`src/rtl/gps_bpsk_modulator_if.sv`:
```
// Carrier/code/nav-word inputs and modulated I/Q outputs of the BPSK modulator.
// master drives the carrier, code and word handshake; slave is the modulator.
interface gps_bpsk_modulator_if #(
  parameter int WORD_BITS = 30
);
  logic                 ena;
  logic                 cos_in;
  logic                 sin_in;
  logic                 code_chip;
  logic                 code_epoch;
  logic [WORD_BITS-1:0] word_data;
  logic                 word_valid;
  logic                 word_ready;
  logic                 mod_i;
  logic                 mod_q;
  logic                 data_bit;
  logic                 bit_strobe;
  logic                 underrun;

  modport master (
    output ena, cos_in, sin_in, code_chip, code_epoch, word_data, word_valid,
    input  word_ready, mod_i, mod_q, data_bit, bit_strobe, underrun
  );

  modport slave (
    input  ena, cos_in, sin_in, code_chip, code_epoch, word_data, word_valid,
    output word_ready, mod_i, mod_q, data_bit, bit_strobe, underrun
  );
endinterface

```
`src/rtl/gps_bpsk_modulator.sv`:
```
// Serialises nav words at one bit per EPOCHS_PER_BIT code epochs and BPSK-modulates the 1-bit carrier.
// Latency 1 cycle inputs->I/Q; word_ready drops while a word is held, freeing when it moves to the shifter.
module gps_bpsk_modulator #(
  parameter int EPOCHS_PER_BIT = 20,
  parameter int WORD_BITS      = 30,
  parameter int CNT_W          = 5
) (
  input logic                 clk,
  input logic                 rst,
  gps_bpsk_modulator_if.slave bus
);
  localparam int IDX_W = (WORD_BITS > 1) ? $clog2(WORD_BITS) : 1;
  localparam logic [IDX_W-1:0] LAST_IDX = IDX_W'(WORD_BITS - 1);
  localparam logic [CNT_W-1:0] LAST_CNT = CNT_W'(EPOCHS_PER_BIT - 1);

  typedef enum logic {IDLE, RUN} state_t;

  state_t               state, state_n;
  logic [WORD_BITS-1:0] hold, hold_n;
  logic [WORD_BITS-1:0] shift, shift_n;
  logic                 hold_full, hold_full_n;
  logic [CNT_W-1:0]     epoch_cnt, epoch_cnt_n;
  logic [IDX_W-1:0]     bit_idx, bit_idx_n;
  logic                 underrun_q, underrun_n;
  logic                 mod_i_q, mod_q_q, data_bit_q, strobe_q;
  logic                 epoch_ev, accept, bnd, eb, sym, strobe_n;

  assign bus.word_ready = ~hold_full;
  assign epoch_ev       = bus.ena & bus.code_epoch;
  assign accept         = bus.ena & bus.word_valid & ~hold_full;

  always_ff @(posedge clk or posedge rst) begin
    if (rst) begin
      state <= IDLE;
    end else if (bus.ena) begin
      state <= state_n;
    end
  end

  always_comb begin
    state_n     = state;
    hold_n      = hold;
    hold_full_n = hold_full;
    shift_n     = shift;
    epoch_cnt_n = epoch_cnt;
    bit_idx_n   = bit_idx;
    underrun_n  = underrun_q;
    bnd         = 1'b0;

    case (state)
      IDLE: begin
        if (epoch_ev && hold_full) begin
          bnd         = 1'b1;
          state_n     = RUN;
          shift_n     = hold;
          bit_idx_n   = '0;
          epoch_cnt_n = '0;
          hold_full_n = 1'b0;
        end
      end
      RUN: begin
        if (epoch_ev) begin
          if (epoch_cnt == LAST_CNT) begin
            bnd         = 1'b1;
            epoch_cnt_n = '0;
            if (bit_idx != LAST_IDX) begin
              shift_n   = shift << 1;
              bit_idx_n = bit_idx + 1'b1;
            end else if (hold_full) begin
              shift_n     = hold;
              bit_idx_n   = '0;
              hold_full_n = 1'b0;
            end else begin
              state_n    = IDLE;
              underrun_n = 1'b1;
            end
          end else begin
            epoch_cnt_n = epoch_cnt + 1'b1;
          end
        end
      end
      default: state_n = IDLE;
    endcase

    // Accept only happens with the hold register empty, so it never races the hold->shift transfer.
    if (accept) begin
      hold_n      = bus.word_data;
      hold_full_n = 1'b1;
      underrun_n  = 1'b0;
    end

    // Using the post-boundary bit puts each data transition on the chip-0 cycle of its epoch.
    eb       = (state_n == RUN) ? shift_n[WORD_BITS-1] : 1'b0;
    sym      = bus.code_chip ^ eb;
    strobe_n = bnd && (state_n == RUN);
  end

  always_ff @(posedge clk or posedge rst) begin
    if (rst) begin
      hold       <= '0;
      hold_full  <= 1'b0;
      shift      <= '0;
      epoch_cnt  <= '0;
      bit_idx    <= '0;
      underrun_q <= 1'b0;
      mod_i_q    <= 1'b0;
      mod_q_q    <= 1'b0;
      data_bit_q <= 1'b0;
      strobe_q   <= 1'b0;
    end else if (bus.ena) begin
      hold       <= hold_n;
      hold_full  <= hold_full_n;
      shift      <= shift_n;
      epoch_cnt  <= epoch_cnt_n;
      bit_idx    <= bit_idx_n;
      underrun_q <= underrun_n;
      mod_i_q    <= bus.cos_in ^ sym;
      mod_q_q    <= bus.sin_in ^ sym;
      data_bit_q <= eb;
      strobe_q   <= strobe_n;
    end
  end

  assign bus.mod_i      = mod_i_q;
  assign bus.mod_q      = mod_q_q;
  assign bus.data_bit   = data_bit_q;
  assign bus.bit_strobe = strobe_q;
  assign bus.underrun   = underrun_q;
endmodule

```
`src/flat_wrapper.sv`:
```
// flat-port wrapper written by rule: the top's interface ports become plain ports
module gps_bpsk_modulator_flat 
#(
  parameter int EPOCHS_PER_BIT = 20,
  parameter int WORD_BITS      = 30,
  parameter int CNT_W          = 5
)
  (clk, rst, bus_ena, bus_cos_in, bus_sin_in, bus_code_chip, bus_code_epoch, bus_word_data, bus_word_valid, bus_word_ready, bus_mod_i, bus_mod_q, bus_data_bit, bus_bit_strobe, bus_underrun);
  gps_bpsk_modulator_if #(.WORD_BITS(WORD_BITS)) bus_i ();
  input logic clk;
  input logic rst;
  input wire logic [$bits(bus_i.ena)-1:0] bus_ena;
  input wire logic [$bits(bus_i.cos_in)-1:0] bus_cos_in;
  input wire logic [$bits(bus_i.sin_in)-1:0] bus_sin_in;
  input wire logic [$bits(bus_i.code_chip)-1:0] bus_code_chip;
  input wire logic [$bits(bus_i.code_epoch)-1:0] bus_code_epoch;
  input wire logic [$bits(bus_i.word_data)-1:0] bus_word_data;
  input wire logic [$bits(bus_i.word_valid)-1:0] bus_word_valid;
  output wire logic [$bits(bus_i.word_ready)-1:0] bus_word_ready;
  output wire logic [$bits(bus_i.mod_i)-1:0] bus_mod_i;
  output wire logic [$bits(bus_i.mod_q)-1:0] bus_mod_q;
  output wire logic [$bits(bus_i.data_bit)-1:0] bus_data_bit;
  output wire logic [$bits(bus_i.bit_strobe)-1:0] bus_bit_strobe;
  output wire logic [$bits(bus_i.underrun)-1:0] bus_underrun;
  assign bus_i.ena = bus_ena;
  assign bus_i.cos_in = bus_cos_in;
  assign bus_i.sin_in = bus_sin_in;
  assign bus_i.code_chip = bus_code_chip;
  assign bus_i.code_epoch = bus_code_epoch;
  assign bus_i.word_data = bus_word_data;
  assign bus_i.word_valid = bus_word_valid;
  assign bus_word_ready = bus_i.word_ready;
  assign bus_mod_i = bus_i.mod_i;
  assign bus_mod_q = bus_i.mod_q;
  assign bus_data_bit = bus_i.data_bit;
  assign bus_bit_strobe = bus_i.bit_strobe;
  assign bus_underrun = bus_i.underrun;
  gps_bpsk_modulator #(.EPOCHS_PER_BIT(EPOCHS_PER_BIT), .WORD_BITS(WORD_BITS), .CNT_W(CNT_W)) u_core (.clk(clk), .rst(rst), .bus(bus_i));
endmodule
```
`config.mk`:
```
export PLATFORM = sky130hd
export DESIGN_NAME = gps_bpsk_modulator_flat
export DESIGN_NICKNAME = d
export VERILOG_FILES = /design/src/rtl/gps_bpsk_modulator_if.sv /design/src/rtl/gps_bpsk_modulator.sv /design/src/flat_wrapper.sv
export SDC_FILE = /design/constraint.sdc
export NUM_CORES = 1
export LEC_CHECK = 0
export ABC_AREA = 1
export CORE_UTILIZATION = 55
export DETAILED_ROUTE_END_ITERATION = 10
export MAX_ROUTING_LAYER = met4
export PLACE_DENSITY = 0.76
export SLEW_MARGIN = 40
export SYNTH_ARGS = -nofsm -noshare
export SYNTH_HDL_FRONTEND = slang
export SYNTH_SLANG_ARGS = --single-unit
```
`constraint.sdc`:
```
create_clock -name clk -period 2.8 [get_ports clk]
set_input_delay 0.56 -clock clk [delete_from_list [all_inputs] [get_ports clk]]
set_output_delay 0.56 -clock clk [all_outputs]
set_load 0.02 [all_outputs]
```
# Word-level counts from Yosys, hierarchy flattened
# Cells that the tools add are included.
# totals
register_bits	77
input_bits	38
word_cells	81
# classes
n_addsub	2
n_eq_ne	12
muxes	37
bitwise_logic	8
reduce_logical	10
# ops
cell	n
$mux W30	5
$pmux W30 S2	1
$mux W5	7
$pmux W5 S2	2
$mux W1	19
$ne A3 B3 Y1 const B	4
$add A5 B1 Y5 const B	2
$reduce_and A5 Y1	2
$ne A2 B2 Y1 const B	3
$pmux W1 S2	3
$reduce_and A6 Y1	1
$reduce_bool A2 Y1	3
$eq A5 B5 Y1 const B	1
$ne A5 B5 Y1 const B	1
$ne A2 B1 Y1 const B	2
$and A1 B1 Y1	3
$ne A3 B1 Y1 const B	1
$reduce_and A3 Y1	1
$xor A1 B1 Y1	3
$logic_and A1 B1 Y1	2
$not A1 Y1	2
$reduce_and A2 Y1	1

# Longest topological paths before layout
# Gate-level depths: netlist (run 1).
# depth
ltp_word	8
depth_mapped	14

# Worst setup path after synthesis (run 1)
# No wires, ideal clock.
# synth_path
path_type	register to register
startpoint	reg u_core.bit_idx[0]
endpoint	reg u_core.shift[1]
setup_ns	0.123
arrival_time_ns	1.565
t_required_ns	2.677
setup_slack_ns	1.112
stages_incl_launch_ff	10
path_buffers	2
path_cell_list	dfrtp_1 > ha_1 > nand2_1 > inv_1 > nand2_1 > nand2_2 > buf_2 > buf_2 > a221oi_2 > nor2_1
# synth_via
elab_chain_len	5
elab_cells_between_ends	7
cone_classes	eq/ne (2); mux (4); reduce/logical (1)
# synth_rtl
element	line_no	text
start, declared	gps_bpsk_modulator.sv:23	logic [IDX_W-1:0] bit_idx, bit_idx_n;
start signal, assigned	gps_bpsk_modulator.sv:115	bit_idx <= bit_idx_n;
$ne A5 B5 Y1 *	gps_bpsk_modulator.sv:66	if (bit_idx != LAST_IDX) begin
$mux W30	gps_bpsk_modulator.sv:66	
$mux W30	gps_bpsk_modulator.sv:63	if (epoch_cnt == LAST_CNT) begin
$mux W30	gps_bpsk_modulator.sv:62	if (epoch_ev) begin
$pmux W30 S2	gps_bpsk_modulator.sv:50	case (state)
end signal, assigned	gps_bpsk_modulator.sv:113	shift <= shift_n;
end, declared	gps_bpsk_modulator.sv:20	logic [WORD_BITS-1:0] shift, shift_n;
# Mark *: on every way between the ends. The rest lies on a longest branch, timed or not. The select of a mux whose other input is x is not followed.
# A chain may end at the register's enable or synchronous reset.

# Worst setup path in the final report (run 1)
# layout_path
startpoint	in bus_ena
endpoint	reg u_core.shift[14]
# layout_via
elab_chain_len	4
elab_cells_between_ends	5
cone_classes	eq/ne (2); bitwise (1); reduce/logical (2)
# layout_rtl
element	line_no	text
start, declared	flat_wrapper.sv:12	input wire logic [$bits(bus_i.ena)-1:0] bus_ena;
$and A1 B1 Y1	gps_bpsk_modulator.sv:29	assign epoch_ev = bus.ena & bus.code_epoch;
$logic_and A1 B1 Y1	gps_bpsk_modulator.sv:52	if (epoch_ev && hold_full) begin
$ne A2 B1 Y1 (no line)	n/a	
$reduce_and A5 Y1 (no line) *	n/a	
# Mark *: on every way between the ends. The rest lies on a longest branch, timed or not.

==> impl_metrics.yaml, run 1 <==
outcome:
  status: "complete, no violations"
power_and_ir_drop:
  p_total_mw: 2.78
  vdd_drop_max_mv: 0.496
  p_per_area_nw_per_um2: 648
  p_leak_nw: 2.17
detailed_routing:
  routed_wl_mm: 6.87
  drtIter0Drc: 211
  firstDrtPassIters: 4
  post_drt_wl_per_cell_um: 13.1
  drc: 0
  ant_nets: 0
  vias: 2816
  avgViaCountPerCell: 5.37
placed_design:
  hpwl_mm: 4.48
  placed_area_um2: 4090
  port_buffers: 43
  post-place-ws_ps: 108
  gp_congestion: 0.791
  placedCellCount: 508
yosys:
  ys_ff_latch: 77
  synthMostInstantiatedCell: "nand2_1"
  ys_types: 32
  ys_async_sr_fraction: 1.00
  synthesis.area_um2: 3620
  synth.yosys.seq_area_share: 0.533
  synthTopCellsByCount: "nand2_1 (121), dfrtp_1 (77), nor2_1 (49)"
  avgSynthCellArea_um2: 9.04
  synth_nets: 441
  synth.area.top_cells: "dfrtp_1 (53%), nand2_1 (13%), nor2_1 (5.1%)"
  ys_warn_count: 0
  synth_top_area_cell: "dfrtp_1"
  synth_edf_count: 0
  synth_top_area_frac: 0.533
  yosys_most_used_dff: "dfrtp_1"
  syn_inst: 400
worst_setup_path:
  cp.required_ps: 3040
  end_kind: "flip-flop"
  arrival_ps: 2550
  crit_type: "primary input to flip-flop"
  path_cells: "clkdlybuf4s50_1, nand2_2, inv_2, nand2_2, nand2_4, nand2_4, nor2_8, inv_2, a221oi_1, nor2_1"
  cpMaxStageDelayCell: "clkdlybuf4s50_1"
  start_kind: "primary input"
  crit_fanout: 36
  slowest_delay_ps: 560
die:
  rows: 29
  fp.coreArea_um2: 6350
  dieArea_um2: 6900
  chipHeight_um: 83.1
  start_util: 0.569
  die_w_um: 83.1
  io_pins: 44
timing:
  min_period_ps: 2310
  hold_viol: 0
  finClkSkew_ps: 8.84
  rsz0062_at_grt: "no"
  max_freq_mhz: 433
  relSlewSlack: 0.517
  worst_slack_ps: 489
  holdWs_ps: 485
  slew_violations: 0
  period_share: 0.825
  worstMarginPinSlew_ps: 724
  setup-violations-final: 0
  fin_setup_tns_ps: 0
job:
  max-cap-violations: 0
clocking:
  cts-htree-levels: 3
  cts_tree: "built"
  numCtsBuffers: 9
  insertion_delay_ps: 360
  cts-root-buf: "clkbuf_8"
  cts.sinks: 77
  cts.hold.buffers_added: 0
  clkSlewWorstSetupHoldPaths_ps: 70
  cts_resized: 0
  clk_path_buf_depth: 2
  postCtsSetupBuffers: 0
layout:
  drive_gt1_frac: 0.166
  fin_util: 0.675
  final_cells: 524
  antenna_cells: 0
  final_area_um2: 4290
  nets: 483
  syn2layout_area_growth_pct: 18.5
global_routing:
  grt_max_degree: 78
  track_usage: 0.231
  grt_pass1_wl_mm: 12.4
  antenna_found_initial: 0
  grt_overflow: 0
  grt_pass1_vias: 2740
hold_path:
  hp-class: "flip-flop to flip-flop"
final timing paths:
kind	startpoint	end	slack, ps	cells after the start
max	bus_ena	u_core.shift[14]	490	10
min	u_core.hold[15]	u_core.hold[15]	480	2
max reg2reg	u_core.bit_idx[1]	u_core.bit_idx[3]	580	10
min reg2reg	u_core.hold[15]	u_core.hold[15]	480	2
max in group asynchronous	rst	u_core.hold[6]	1860	3
min in group asynchronous	rst	u_core.shift[25]	600	3
flip-flops by register name, summed over array words and instances, names as in the netlist:
name / count
u_core.bus.data_bit: 1
u_core.bus.underrun: 1
u_core.bus.bit_strobe: 1
u_core.bus.mod_q: 1
u_core.state: 1
u_core.bus.mod_i: 1
u_core.hold: 30
u_core.shift: 30
u_core.epoch_cnt: 5
u_core.hold_full: 1
u_core.bit_idx: 5
per-layer routing:
layer	GRT usage	up-vias	routed length, um
met5	-	-	0
met4	0.108	0	180
met3	0.0467	16	246
met2	0.366	55	3320
met1	0.285	1359	3120
li1	-	1386	-
layout by cell type, fill, tap and decap left out, drive strengths merged:
cell type      count
clkbuf             9
inv               26
a22oi              2
nand3             13
o31ai              1
o21a               2
dfrtp             77
o21ai             10
and2               1
ha                 3
clkinv             4
a221oi            15
clkinvlp           1
nand4              3
nand2            138
nor3               6
a31oi              2
a21oi             31
nor2              52
bufinv             1
nor3b              1
buf                6
clkdlybuf4s50     43
power by group:
part | internal, mW | switching, mW | leakage (nW)
logic | 0.224 | 0.239 | 1.06
registers | 1.33 | 0.149 | 1.01
clock network | 0.416 | 0.420 | 0.100
total | 1.97 | 0.808 | 2.17
layout make-up:
class                   count  area, um^2
multi-input cells         280        1480
inverters                  25        95.1
well taps                  77        96.3
fillers                   522        2060
flip-flops and latches     77        1930
repair buffers             49         488
clock buffers               9         124
clock inverters             7        73.8
cell families after synthesis:
| kind of cell | count (synthesis) | synth area share |
|---|---|---|
| AND/OR/NAND/NOR | 214 | 0.259 |
| flip-flops | 77 | 0.533 |
| AO/OA/AOI/OAI | 63 | 0.140 |
| buffers and inverters | 43 | 0.0574 |
| adder cells (fa/ha/maj) | 3 | 0.0104 |
worst max-delay path, delay by kind of cell:
family,cells,cell delay [ps]
AO/OA/AOI/OAI,1,320
buffers and inverters,3,980
AND/OR/NAND/NOR,6,670
Note: power is estimated with default switching activity, not from simulation.
==> run 2, diff against run 1 <==
==> constraint.sdc (replaced) <==
create_clock -name clk -period 2.2 [get_ports clk]
set_input_delay 0.44 -clock clk [delete_from_list [all_inputs] [get_ports clk]]
set_output_delay 0.44 -clock clk [all_outputs]
set_load 0.02 [all_outputs]
==> impl_metrics.yaml, run 2 (synthesized netlist as in run 1, its figures left out) <==
outcome:
  status: "complete, no violations"
clocking:
  cts-htree-levels: 3
  cts.sinks: 77
  clkSlewWorstSetupHoldPaths_ps: 80
  cts.hold.buffers_added: 0
  postCtsSetupBuffers: 0
  cts_tree: "built"
  insertion_delay_ps: 350
  clk_path_buf_depth: 2
  cts_resized: 0
  cts-root-buf: "clkbuf_8"
  numCtsBuffers: 9
hold_path:
  hp-class: "flip-flop to flip-flop"
  hp-start: "u_core.hold[15]"
timing:
  period_share: 0.892
  max_freq_mhz: 509
  rsz0062_at_grt: "no"
  fin_setup_tns_ps: 0
  worstMarginPinSlew_ps: 414
  min_period_ps: 1960
  relSlewSlack: 0.724
  hold_viol: 0
  worst_slack_ps: 237
  setup-violations-final: 0
  slew_violations: 0
  finClkSkew_ps: 7.74
detailed_routing:
  routed_wl_mm: 7.12
  drtIter0Drc: 202
  post_drt_wl_per_cell_um: 13.5
  drc: 0
  vias: 2775
  ant_nets: 0
  firstDrtPassIters: 5
  avgViaCountPerCell: 5.25
placed_design:
  port_buffers: 43
  gp_congestion: 0.787
  post-place-ws_ps: 5.49
  placedCellCount: 514
  hpwl_mm: 4.68
global_routing:
  antenna_found_initial: 0
  grt_max_degree: 78
  grt_pass1_vias: 2757
  track_usage: 0.246
  grt_pass1_wl_mm: 13.2
  grt_overflow: 0
die:
  dieArea_um2: 6900
  io_pins: 44
  chipHeight_um: 83.1
  rows: 29
  die_w_um: 83.1
  start_util: 0.569
  fp.coreArea_um2: 6350
worst_setup_path:
  start_kind: "flip-flop"
  end_kind: "flip-flop"
  cpMaxStageDelayCell: "dfrtp_1"
  path_cells: "ha_1, nand2_1, inv_2, nand2_2, nand2_1, nand2_4, nor2_8, nand2_2, clkinv_2, a31oi_1, o21a_1"
  crit_type: "flip-flop to flip-flop"
  cpLargestDelayFamily: "simple AND/OR/NAND/NOR gates"
  startpoint: "u_core.epoch_cnt[0]"
  slowest_delay_ps: 410
  arrival_ps: 2260
  worstReg2RegStart: "u_core.epoch_cnt[0]"
  cp.required_ps: 2490
  crit_fanout: 15
  crit_buf_inv: 2
power_and_ir_drop:
  clkPwrFrac: 0.284
  vdd_drop_max_mv: 0.493
  switching_power_mw: 0.988
  power.share.sequential: 0.543
  p_total_mw: 3.47
  p_leak_nw: 2.20
  swShare: 0.285
  p_int_mw: 2.48
  p_per_area_nw_per_um2: 798
  pwr-share-comb: 0.173
layout:
  fillers: 534
  final_cell_mix: "nand2_1 (121), dfrtp_1 (77), nor2_1 (49)"
  syn2layout_area_growth_pct: 20.3
  antenna_cells: 0
  drive_gt1_frac: 0.170
  nets: 489
  final_cells: 529
  final_common_cell: "nand2_1"
  reg_top3: "u_core.hold x30, u_core.shift x30"
job:
  max-cap-violations: 0
==> run 2: cell count changes in the layout (fill, tap and decap cells not counted), sizes merged <==
cell / before / now
clkbuf: 9 / 14
bufinv: 1 / 0
buf: 6 / 12
clkinv: 4 / 2
inv: 26 / 23
==> run 2: power groups by stage <==
| stage | clock network (mW) | logic [mW] | registers [mW] |
|---|---|---|---|
| 6_report | 0.984 | 0.601 | 1.89 |
| 5_1_grt | 1.06 | 0.690 | 1.92 |
| 4_1_cts | 0.999 | 0.607 | 1.88 |
| 3_5_place_dp | 0 | 0.604 | 1.91 |
| 3_3_place_gp | 0 | 0.574 | 1.90 |
| 2_1_floorplan | 0 | 0.415 | 1.87 |
==> run 2: area by class of cell <==
type / count / area [um^2] / area share
Sequential cell: 77 / 1930 / 0.443
Multi-Input combinational cell: 280 / 1480 / 0.340
Timing Repair Buffer: 55 / 571 / 0.131
Clock buffer: 14 / 173 / 0.0397
Inverter: 25 / 98.8 / 0.0227
Tap cell: 77 / 96.3 / 0.0221
Clock inverter: 1 / 5.00 / 0.00115
==> run 2: tightest hold or removal path: cells and delay by family (launching register included) <==
kind,cells,cell delay [ps]
DFF,1,340
and+or+nand+nor,2,110
==> run 2: final timing paths <==
kind	to	slack, ps	cells past startpoint
max in group asynchronous	u_core.shift[1]	1330	3
setup reg to reg	u_core.bit_idx[2]	240	11
hold reg to reg	u_core.hold[15]	480	2
hold / removal	u_core.hold[15]	480	2
setup / recovery	u_core.bit_idx[2]	240	11
min in group asynchronous	u_core.hold[5]	530	3
==> run 2: per-layer routing <==
metal,track usage,wire (um)
met1,0.327,3410
met3,0.0527,221
met4,0.0956,123
met5,-,0
met2,0.372,3370
==> run 2: through the flow <==
stage / utilization / hold slack, ps / instance area [um^2]
after floorplan: - / 449 / 3620
after global placement: 0.657 / 465 / 4170
after detailed placement: 0.657 / 471 / 4170
after CTS: 0.685 / 487 / 4350
after global routing: 0.685 / 513 / 4350
final: 0.685 / 484 / 4350
==> RTL edit (settings of run 2) <==
`WORD_BITS` is set to 30 in 3 places; all go to 60.
--- a/src/rtl/gps_bpsk_modulator_if.sv
+++ b/src/rtl/gps_bpsk_modulator_if.sv
@@ -2,5 +2,5 @@
 // master drives the carrier, code and word handshake; slave is the modulator.
 interface gps_bpsk_modulator_if #(
-  parameter int WORD_BITS = 30
+  parameter int WORD_BITS = 60
 );
   logic                 ena;
--- a/src/rtl/gps_bpsk_modulator.sv
+++ b/src/rtl/gps_bpsk_modulator.sv
@@ -3,5 +3,5 @@
 module gps_bpsk_modulator #(
   parameter int EPOCHS_PER_BIT = 20,
-  parameter int WORD_BITS      = 30,
+  parameter int WORD_BITS      = 60,
   parameter int CNT_W          = 5
 ) (
--- a/src/flat_wrapper.sv
+++ b/src/flat_wrapper.sv
@@ -3,5 +3,5 @@
 #(
   parameter int EPOCHS_PER_BIT = 20,
-  parameter int WORD_BITS      = 30,
+  parameter int WORD_BITS      = 60,
   parameter int CNT_W          = 5
 )
Ports: changed (resized bus_word_data); port bits go from 44 to 74. The function was not compared with the original's and may differ.
==> RTL edit against run 2 <==
Critical path depth up 1. Synthesized cell count up 80%. Largest power group unchanged. Die area up 64%. Clock power rose to 2.9 times the old value. Synthesized area up 66%. Clock skew down 0.0019 ns. Critical path type unchanged. Total power rose to 2.8 times the old value. Worst hold slack worse by 0.12 ns. Setup slack worse by 0.027 ns. Sequential cell count up 61. Sequential power up 140%. Final area up 73%. Count of clock-buffer cells in the layout up 10. Largest cell class unchanged. Routed wire length up 77%.
==> RTL edit: results (changes against run 2) <==
metric,value,unit,change
Post-synth EDFFs,0,,unchanged
final hold slack,0.3686,ns,was 0.4845 ns
"CTS clk-pin slew, worst paths",0.06,ns,was 0.08 ns
Worst VDD drop,0.6384,mV,was 0.4932 mV
top flop regs,"u_core.hold x60, u_core.shift x60, u_core.bit_idx x6",,"was u_core.hold x30, u_core.shift x30"
TritonCTS Buffers,17,,was 9
gr usage total,26.01,%,was 24.56%
syn nets,788,,was 441
met3 Use GR,5.579,%,was 5.268%
GR Util met1,32.46,%,was 32.66%
vias in the first global route,4811,,"was 2,757"
Avg WL per Cell,13.40,µm,was 13.46 µm
initial antenna violation count,0,,unchanged
Clock Skew,0.005826,ns,was 0.007741 ns
initial DRC count,412,,was 202
synth cell count leaders,"270 x nand2_1, 138 x dfrtp_1, 121 x a21oi_1",,"was 121 x nand2_1, 77 x dfrtp_1, 49 x nor2_1"
TritonRoute pass-1 iters,5,,unchanged
mean post-synth cell area,8.368,µm²,was 9.040 µm²
Antenna Cells,0,,unchanged
Adder-Cell Fraction of Synth Area,0.4165,%,was 1.038%
worst-case clock buffer depth,2,,unchanged
Crit Path Class,reg -> reg,,unchanged
crit-path max cell delay,0.41,ns,about the same
synthesized-area fraction occupied by xor and xnor cells,0.2915,%,was 0%
ratio of cells with drive above 1 in the final layout,8.105,%,was 17.04%
compound-cell area share of the yosys netlist,11.68,%,was 14.05%
CP arrival,2.41,ns,was 2.26 ns
CTS root buf,clkbuf_8,,unchanged
worst reg2reg path depth,12,,was 11
Fillers,777,,was 534
antenna-violating nets left,0,,unchanged
Slew headroom,59.80,%,was 72.43%
# nets final,859,,was 489
post-synthesis mux area share,0,%,unchanged
register area share after synthesis,57.48,%,was 53.29%
number of vias per cell,5.186,,was 5.246
Final HPWL DP,7721,µm,was 4682 µm
Worst-Skew Late Latency,0.53,ns,was 0.35 ns
Cells after DPL,906,,was 514
first-pass GRT wire length,22170,µm,"was 13,170 µm"
Reg-to-Reg End,u_core.bus.mod_i$_DFFE_PP0P_,,was u_core.bit_idx[2]$_DFFE_PP0P_
H-Tree Depth,4,,was 3
Worst Hold Class,in -> async,,was reg -> reg
top-area cell type share of the netlist area,57.48,%,was 53.29%
MaxCap Viol Count,0,,unchanged
drt total wl,12570,µm,was 7119 µm
CP top delay family,simple AND/OR/NAND/NOR gates,,unchanged
crit path max-delay cell type,dfrtp_1,,unchanged
Cell variety after synth,30,,was 32
total leakage power,3.587,nW,was 2.201 nW
largest net degree at the start of global routing,112,,was 78
reg2reg start,u_core.bit_idx[0]$_DFFE_PP0P_,,was u_core.epoch_cnt[0]$_DFFE_PP0P_
synth top area cells,"dfrtp_1 57%, nand2_1 17%, a21oi_1 10%",,"was dfrtp_1 53%, nand2_1 13%, nor2_1 5.1%"
Worst Path Max Fanout,7,,was 15
Routability Congestion,0.8276,,was 0.7865
PortBufs,73,,was 43
status,"finished, final reports clean",,unchanged
met2 global-route usage,41.19,%,was 37.18%
R2R setup slack,0.21,ns,was 0.24 ns
## RTL edit: changes by cell type in the layout (fill, tap and decap cells not counted), moves of 11 or more
cell,change
dfrtp_1,+61
a21oi_2,-11
nor2_1,+19
nand2_1,+147
a21oi_1,+101
clkdlybuf4s50_1,+29
clkbuf_16,+16
a221oi_2,-12
## RTL edit: what timing repair did
action,CTS,global route
resized for setup,1,0
setup endpoints to repair,1,0
buffers inserted,0,0
## RTL edit: layout make-up
class                      count  area share [%]
clock buffer                  24           6.370
clock inverter                 8           1.526
tap                          136           2.256
inverter                      29           1.493
timing repair buffer          90           12.86
multi-input combinational    513           29.71
sequential                   138           45.79
## RTL edit: logic make-up (layout without fill, tap and decap cells)
| group | Yosys count | after routing |
|---|---|---|
| AND/OR/NAND/NOR | 372 | 372 |
| AO/OA/AOI/OAI | 137 | 137 |
| XOR/XNOR | 2 | 2 |
| adder cells (fa/ha/maj) | 2 | 2 |
| flip-flops | 138 | 138 |
| buffers and inverters | 67 | 151 |
## RTL edit: per-layer routing
layer,up-vias,share of wire [%]
met4,0,1.8
met1,2291,45
met3,18,4.2
met2,111,48
met5,-,0
li1,2444,-
## RTL edit: stage by stage
step | utilization (%) | setup WS, ns | instance area (µm²)
finish | 72.09 | 0.2104 | 7542
global placement | 66.41 | 0.07218 | 6948
detailed placement | 66.41 | -0.01441 | 6948
CTS | 72.09 | 0.2136 | 7542
global route | 72.09 | 0.05409 | 7542
floorplan | - | 0.03888 | 6012
## RTL edit: power by group
part / leakage, nW / switching, mW / internal, mW
logic: 1.61 / 1.35 / 1.03
clock network: 0.299 / 1.02 / 1.84
registers: 1.68 / 0.742 / 3.78
total: 3.59 / 3.11 / 6.65
## RTL edit: worst min-delay path, delay by kind of cell
family	cells	cell delay (ns)
buffers and inverters	3	0.86
